===== config.mk =====
export PLATFORM = sky130hd
export DESIGN_NAME = pix_buf_arbiter
export DESIGN_NICKNAME = d
export VERILOG_FILES = /design/src/rtl/pix_buf_arbiter.sv
export SDC_FILE = /design/constraint.sdc
export NUM_CORES = 1
export LEC_CHECK = 0
export CORE_MARGIN = 10
export CORE_UTILIZATION = 46
export CTS_CLUSTER_DIAMETER = 50
export DETAILED_ROUTE_END_ITERATION = 12
export PLACE_DENSITY = 0.89
export SYNTH_ARGS = -nofsm -noshare
export SYNTH_HDL_FRONTEND = slang
export SYNTH_SLANG_ARGS = --single-unit
export TNS_END_PERCENT = 5

===== constraint.sdc =====
create_clock -name CLK -period 2.3 [get_ports CLK]
set_input_delay 0.69 -clock CLK [delete_from_list [all_inputs] [get_ports CLK]]
set_output_delay 0.69 -clock CLK [all_outputs]
set_load 0.1 [all_outputs]

===== src/rtl/pix_buf_arbiter.sv =====
// Two-requester arbiter feeding a small {src,data} staging FIFO in front of the pixel path.
// Optional build macro PIX_BUF_ARB_FIXED_PRIO_EN: requester 0 always wins contention (no round-robin state).
module pix_buf_arbiter #(
  parameter int DATA_W = 16,
  parameter int DEPTH  = 2
) (
  input  logic                     CLK,
  input  logic                     RST_N,
  input  logic                     REQ0_VALID,
  input  logic [DATA_W-1:0]        REQ0_D,
  output logic                     REQ0_READY,
  input  logic                     REQ1_VALID,
  input  logic [DATA_W-1:0]        REQ1_D,
  output logic                     REQ1_READY,
  output logic                     OUT_VALID,
  output logic [DATA_W-1:0]        OUT_D,
  output logic                     OUT_SRC,
  input  logic                     OUT_READY,
  output logic [$clog2(DEPTH):0]   COUNT
);

  localparam int PTR_W = $clog2(DEPTH);
  localparam logic [PTR_W:0] FULL_CNT = (PTR_W+1)'(DEPTH);

  logic [DATA_W-1:0] mem_d   [DEPTH];
  logic              mem_src [DEPTH];
  logic [PTR_W-1:0]  wr_ptr, rd_ptr;
  logic [PTR_W:0]    count_q;

  logic              full, accept_ok, push, pop;
  logic              gnt_src;
  logic [DATA_W-1:0] push_d;

`ifdef PIX_BUF_ARB_FIXED_PRIO_EN
  always_comb gnt_src = !REQ0_VALID;
`else
  // last_gnt starts at 1 so requester 0 wins the first contention after reset
  logic last_gnt;

  always_comb begin
    gnt_src = 1'b0;
    if (REQ0_VALID && REQ1_VALID) gnt_src = !last_gnt;
    else if (REQ1_VALID)          gnt_src = 1'b1;
  end

  always_ff @(posedge CLK) begin
    if (!RST_N)    last_gnt <= 1'b1;
    else if (push) last_gnt <= gnt_src;
  end
`endif

  // Readiness depends only on occupancy, never on the consumer side
  assign full       = (count_q == FULL_CNT);
  assign accept_ok  = !full && RST_N;
  assign REQ0_READY = REQ0_VALID && !gnt_src && accept_ok;
  assign REQ1_READY = REQ1_VALID &&  gnt_src && accept_ok;
  assign push       = REQ0_READY || REQ1_READY;
  assign push_d     = gnt_src ? REQ1_D : REQ0_D;
  assign pop        = (count_q != '0) && OUT_READY;

  always_ff @(posedge CLK) begin
    if (!RST_N) begin
      wr_ptr  <= '0;
      rd_ptr  <= '0;
      count_q <= '0;
      for (int i = 0; i < DEPTH; i++) begin
        mem_d[i]   <= '0;
        mem_src[i] <= 1'b0;
      end
    end else begin
      if (push) begin
        mem_d[wr_ptr]   <= push_d;
        mem_src[wr_ptr] <= gnt_src;
        wr_ptr          <= wr_ptr + PTR_W'(1);
      end
      if (pop) rd_ptr <= rd_ptr + PTR_W'(1);
      case ({push, pop})
        2'b10:   count_q <= count_q + (PTR_W+1)'(1);
        2'b01:   count_q <= count_q - (PTR_W+1)'(1);
        default: count_q <= count_q;
      endcase
    end
  end

  assign OUT_VALID = (count_q != '0);
  assign OUT_D     = mem_d[rd_ptr];
  assign OUT_SRC   = mem_src[rd_ptr];
  assign COUNT     = count_q;

endmodule


# Word level (Yosys, flattened, before mapping)
# Memories as Yosys holds them, arrays and structs flattened. A register that Yosys moved wholly into a read port is not among the register bits.
# Index checks and enable logic that the tools add are counted.
# W data, S select, Z words.
dict set report op_classes {
  add_sub_neg 4
  mul 0
  div_mod_pow 0
  magnitude_cmp 0
  n_eq_ne 3
  shift 0
  n_mux 18
  bitwise_logic 0
  reduce_logical 15
}
# cell n
set ops {}
lappend ops {{$mux W16} 2}
lappend ops {{$reduce_or A16 Y1} 1}
lappend ops {{$mux W1} 15}
lappend ops {{$logic_and A1 B1 Y1} 7}
lappend ops {{$eq A2 B2 Y1 const B} 2}
lappend ops {{$pmux W2 S2} 1}
lappend ops {{$reduce_bool A2 Y1} 2}
lappend ops {{$logic_not A1 Y1} 3}
lappend ops {{$add A1 B1 Y1 const B} 2}
lappend ops {{$add A2 B1 Y2 const B} 1}
lappend ops {{$eq A2 B1 Y1 const B} 1}
lappend ops {{$sub A2 B1 Y2 const B} 1}
lappend ops {{$logic_or A1 B1 Y1} 1}
lappend ops {{$reduce_or A1 Y1} 1}
dict set report word_totals {
  register_bits 5
  latch_bits 0
  ramBits 34
  mem_bits_ro 0
  in_bits 37
  output_inout_bits 22
  elab_cells 46
  n_memories 2
}
# name words width read_ports rd_ports_with_merged_regs write_ports line_no
set mem_list {}
lappend mem_list {mem_d 2 16 1 1 2 25} ;# logic [DATA_W-1:0] mem_d [DEPTH];
lappend mem_list {mem_src 2 1 1 1 2 26} ;# logic mem_src [DEPTH];

# Longest topological paths before layout
dict set report depth {
  ltp_word 11
  mapped_depth 7
  mapped_depth_nobuf 6
}

# Least setup slack after synthesis
# Ideal clock, no wire load.
dict set report synth_path {
  path_type {register to output}
  from {register count_q[0], in the netlist COUNT[0]}
  to {output REQ0_READY}
  arrival_time_ns 2.705
  required_time_ns 1.610
  path_slack_ns -1.095
  path_stages_with_launch 5
  path_buffers 1
  path_cell_list {dfxtp_1 -> nand2b_1 -> buf_6 -> nand3_1 -> nor2_1}
}
dict set report synth_between {
  elab_chain_len 4
}
# element line_no
set synth_rtl {}
lappend synth_rtl {{start, declared} 28} ;# logic [PTR_W:0] count_q;
lappend synth_rtl {{start signal, assigned} 78} ;# 2'b10: count_q <= count_q + (PTR_W+1)'(1);
lappend synth_rtl {{start signal, assigned} 79} ;# 2'b01: count_q <= count_q - (PTR_W+1)'(1);
lappend synth_rtl {{start signal, assigned} 80} ;# default: count_q <= count_q;
lappend synth_rtl {{$eq A2 B2 Y1} 53} ;# assign full = (count_q == FULL_CNT);
lappend synth_rtl {{$logic_not A1 Y1} 54} ;# assign accept_ok = !full && RST_N;
lappend synth_rtl {{$logic_and A1 B1 Y1} 54}
lappend synth_rtl {{$logic_and A1 B1 Y1} 55} ;# assign REQ0_READY = REQ0_VALID && !gnt_src && accept_ok;
lappend synth_rtl {{end, declared} 11} ;# output logic REQ0_READY,
# No other way between the ends.

# Worst setup path in the final report
dict set report layout_path {
  from {input REQ0_VALID}
  to {output REQ1_READY}
}
dict set report layout_between {
  elab_chain_len 4
}
# element line_no
set layout_rtl {}
lappend layout_rtl {{start, declared} 9} ;# input logic REQ0_VALID,
lappend layout_rtl {{$logic_and A1 B1 Y1} 42} ;# if (REQ0_VALID && REQ1_VALID) gnt_src = !last_gnt;
lappend layout_rtl {{$mux W1} 42}
lappend layout_rtl {{$logic_and A1 B1 Y1 (2 in a row)} 56} ;# assign REQ1_READY = REQ1_VALID && gnt_src && accept_ok;
lappend layout_rtl {{end, declared} 14} ;# output logic REQ1_READY,
# No other way between the ends.

==> impl_metrics.env <==
export IMPL_wl_um=4530
export IMPL_grt_use_total=0.127
export IMPL_async_flop_share=0
export IMPL_setup_viol=0
export IMPL_htreeDepth=2
export IMPL_initial_core_util=0.475
export IMPL_clk_latency_ps=290
export IMPL_place_ws_ps=-181
export IMPL_cts_root_buf="clkbuf_8"
export IMPL_io_pins=59
export IMPL_drive_gt1_frac=0.324
export IMPL_rsz0062_at_grt="false"
export IMPL_syn_inst=143
export IMPL_drc=0
export IMPL_whs_ps=510
export IMPL_max_freq_mhz=447
export IMPL_synth_seq_cells=40
export IMPL_cts_tree="yes"
export IMPL_r2r_worst_path_cells=5
export IMPL_synth_compound_area_frac=0.0580
export IMPL_synth_nets=181
export IMPL_outcome="finished clean"
export IMPL_final_core_util=0.729
export IMPL_cts_max_path_buffers=2
export IMPL_maxSlewViolCount=0
export IMPL_cap_violations=0
export IMPL_clock_skew_ps=4.30
export IMPL_ant_nets=0
export IMPL_worst_pin_slew_ps=349
export IMPL_clk_pin_slew_ps=70
export IMPL_grt_overflow=0
export IMPL_die_height_um=84.3
export IMPL_path_class="input pin to output pin"
export IMPL_drtIter0Drc=100
export IMPL_num_vias=1381
export IMPL_synth_adder_area_share=0.00659
export IMPL_syn_avg_cell_area_um2=13.3
export IMPL_drt_pass1_iter_count=4
export IMPL_cp_required_ps=1610
export IMPL_place_port_buffers=58
export IMPL_ys_warn_count=0
export IMPL_dieWidth_um=84.3
export IMPL_whs_path_depth=1
export IMPL_postLayoutCellArea_um2=2920
export IMPL_finalCritPeriodShare=0.973
export IMPL_grt_pass1_wl_um=7270
export IMPL_use_met1=0.140
export IMPL_coreArea_um2=4000
export IMPL_crit_path_max_fanout=3
export IMPL_synth_edff_count=32
export IMPL_cp_arrival_ps=1550
export IMPL_synth_cell_types=30
export IMPL_ys_flop_type="edfxtp_1"
export IMPL_synthToLayoutAreaGrowth_pct=53.6
export IMPL_fin_ws_ps=61.1
export IMPL_synthXorXnorAreaFrac=0.0138
export IMPL_rows=23
export IMPL_grt_max_degree=17
export IMPL_power_total_mw=3.78
export IMPL_hold_viol=0
export IMPL_use_met3=0.0570
export IMPL_critical_path_endpoint_type="output pin"
export IMPL_antenna_found_initial=0
export IMPL_cts_resized=6
export IMPL_busiest_layer="met2"
export IMPL_synthSimpleGateAreaFrac=0.101
export IMPL_critPathLaunchType="input pin"
export IMPL_nets=253
export IMPL_first_global_vias=1454
export IMPL_antenna_cells=0
export IMPL_hpwl_um=3580
export IMPL_syn_area_um2=1900
export IMPL_hold_path_class="register to register"
export IMPL_nFillCells=280
export IMPL_cts_buffers_inserted=5
export IMPL_slew_headroom=0.768
export IMPL_grt_util_met2=0.212
export IMPL_postCtsSetupRepairBufs=0
export IMPL_gp_congestion=0.732
export IMPL_synth_top_family_by_area="multiplexers"
export IMPL_cts_sinks=40
export IMPL_powerDensity_nw_per_um2=1300
export IMPL_yosys_mux_area_fraction=0.190
export IMPL_avgViaCountPerCell=5.19
export IMPL_p_leak_nw=1.15
export IMPL_vdd_drop_max_uv=804
export IMPL_placed_area_um2=2810
export IMPL_seq_area_frac_synth=0.590
export IMPL_die_area_um2=7100
export IMPL_wire_per_inst_um=17.0
export IMPL_ctsHoldBuffers=0
export IMPL_period_needed_ps=2240
==> power breakdown <==
group	internal (mW)	leakage, nW	switching [mW]
Combinational	0.839	0.696	1.44
Sequential	0.962	0.404	0.0741
Clock	0.240	0.0459	0.219
Total	2.04	1.15	1.74
==> layout by cell type (no fill, tap or decap), types with 6 or more instances in the layout <==
cell and n:
dfxtp_1 6, clkbuf_8 6, edfxtp_1 32, clkdlybuf4s50_1 33
mux2i_1 17, nor2_1 32, mux2_2 17, buf_12 22
buf_4 15
==> synthesized netlist by cell type (2+ instances only) <==
cell	number	share of area
nor2_1	33	0.065
edfxtp_1	32	0.51
mux2_2	17	0.10
mux2i_1	17	0.090
dfxtp_1	8	0.084
buf_2	3	0.0079
buf_6	3	0.018
nand2_1	3	0.0059
xnor2_1	3	0.014
a32o_1	2	0.011
nor2b_1	2	0.0066
o21ai_0	2	0.0053
==> logic make-up (layout without fill, tap and decap cells) <==
group,count (synthesis),after routing
multiplexers,34,34
XOR/XNOR,3,3
AND/OR/NAND/NOR,45,45
buffers and inverters,9,82
adder cells (fa/ha/maj),1,1
AO/OA/AOI/OAI,11,11
flip-flops,40,40
==> metal layers <==
metal  wire length [µm]  vias to the layer above  share of wire
li1                   -                      659              -
met1               1820                      657           0.40
met2               2280                       59           0.50
met3                380                        6          0.084
met4                 52                        0          0.011
met5                  0                        -              0
==> final cells by class <==
type	count	area [µm²]	share of cell area
Timing Repair Buffer	73	910	0.312
Clock buffer	7	86.3	0.0296
Inverter	1	3.75	0.00129
Clock inverter	1	3.75	0.00129
Tap cell	50	62.6	0.0215
Sequential cell	40	1120	0.385
Multi-Input combinational cell	94	727	0.249
==> sequential cells by signal (all words and copies together), names as in the netlist, named ones only <==
register,cells
mem_d,32
COUNT,2
last_gnt,1
rd_ptr,1
mem_src,2
wr_ptr,1
==> metrics by stage <==
step | setup TNS, ps | cells
after floorplan | -0.0712 | 143
after global placement | -294 | 258
after detailed placement | -638 | 258
after CTS | 0 | 266
after global routing | 0 | 266
final | 0 | 266
==> worst max-delay path, cell delays in order <==
cell and delay, ps:
dlygate4sd2_1 280, a21boi_4 190, and3_4 220, buf_12 170
==> path summary, 6_finish.rpt <==
path | startpoint | endpoint | slack (ps)
worst max-delay path | REQ0_VALID | REQ1_READY | 60
worst min-delay path | mem_src[1] | mem_src[1] | 510
worst max register to register | COUNT[0] | COUNT[1] | 430
worst min register to register | mem_src[1] | mem_src[1] | 510
(Power assumes the default switching activity.)
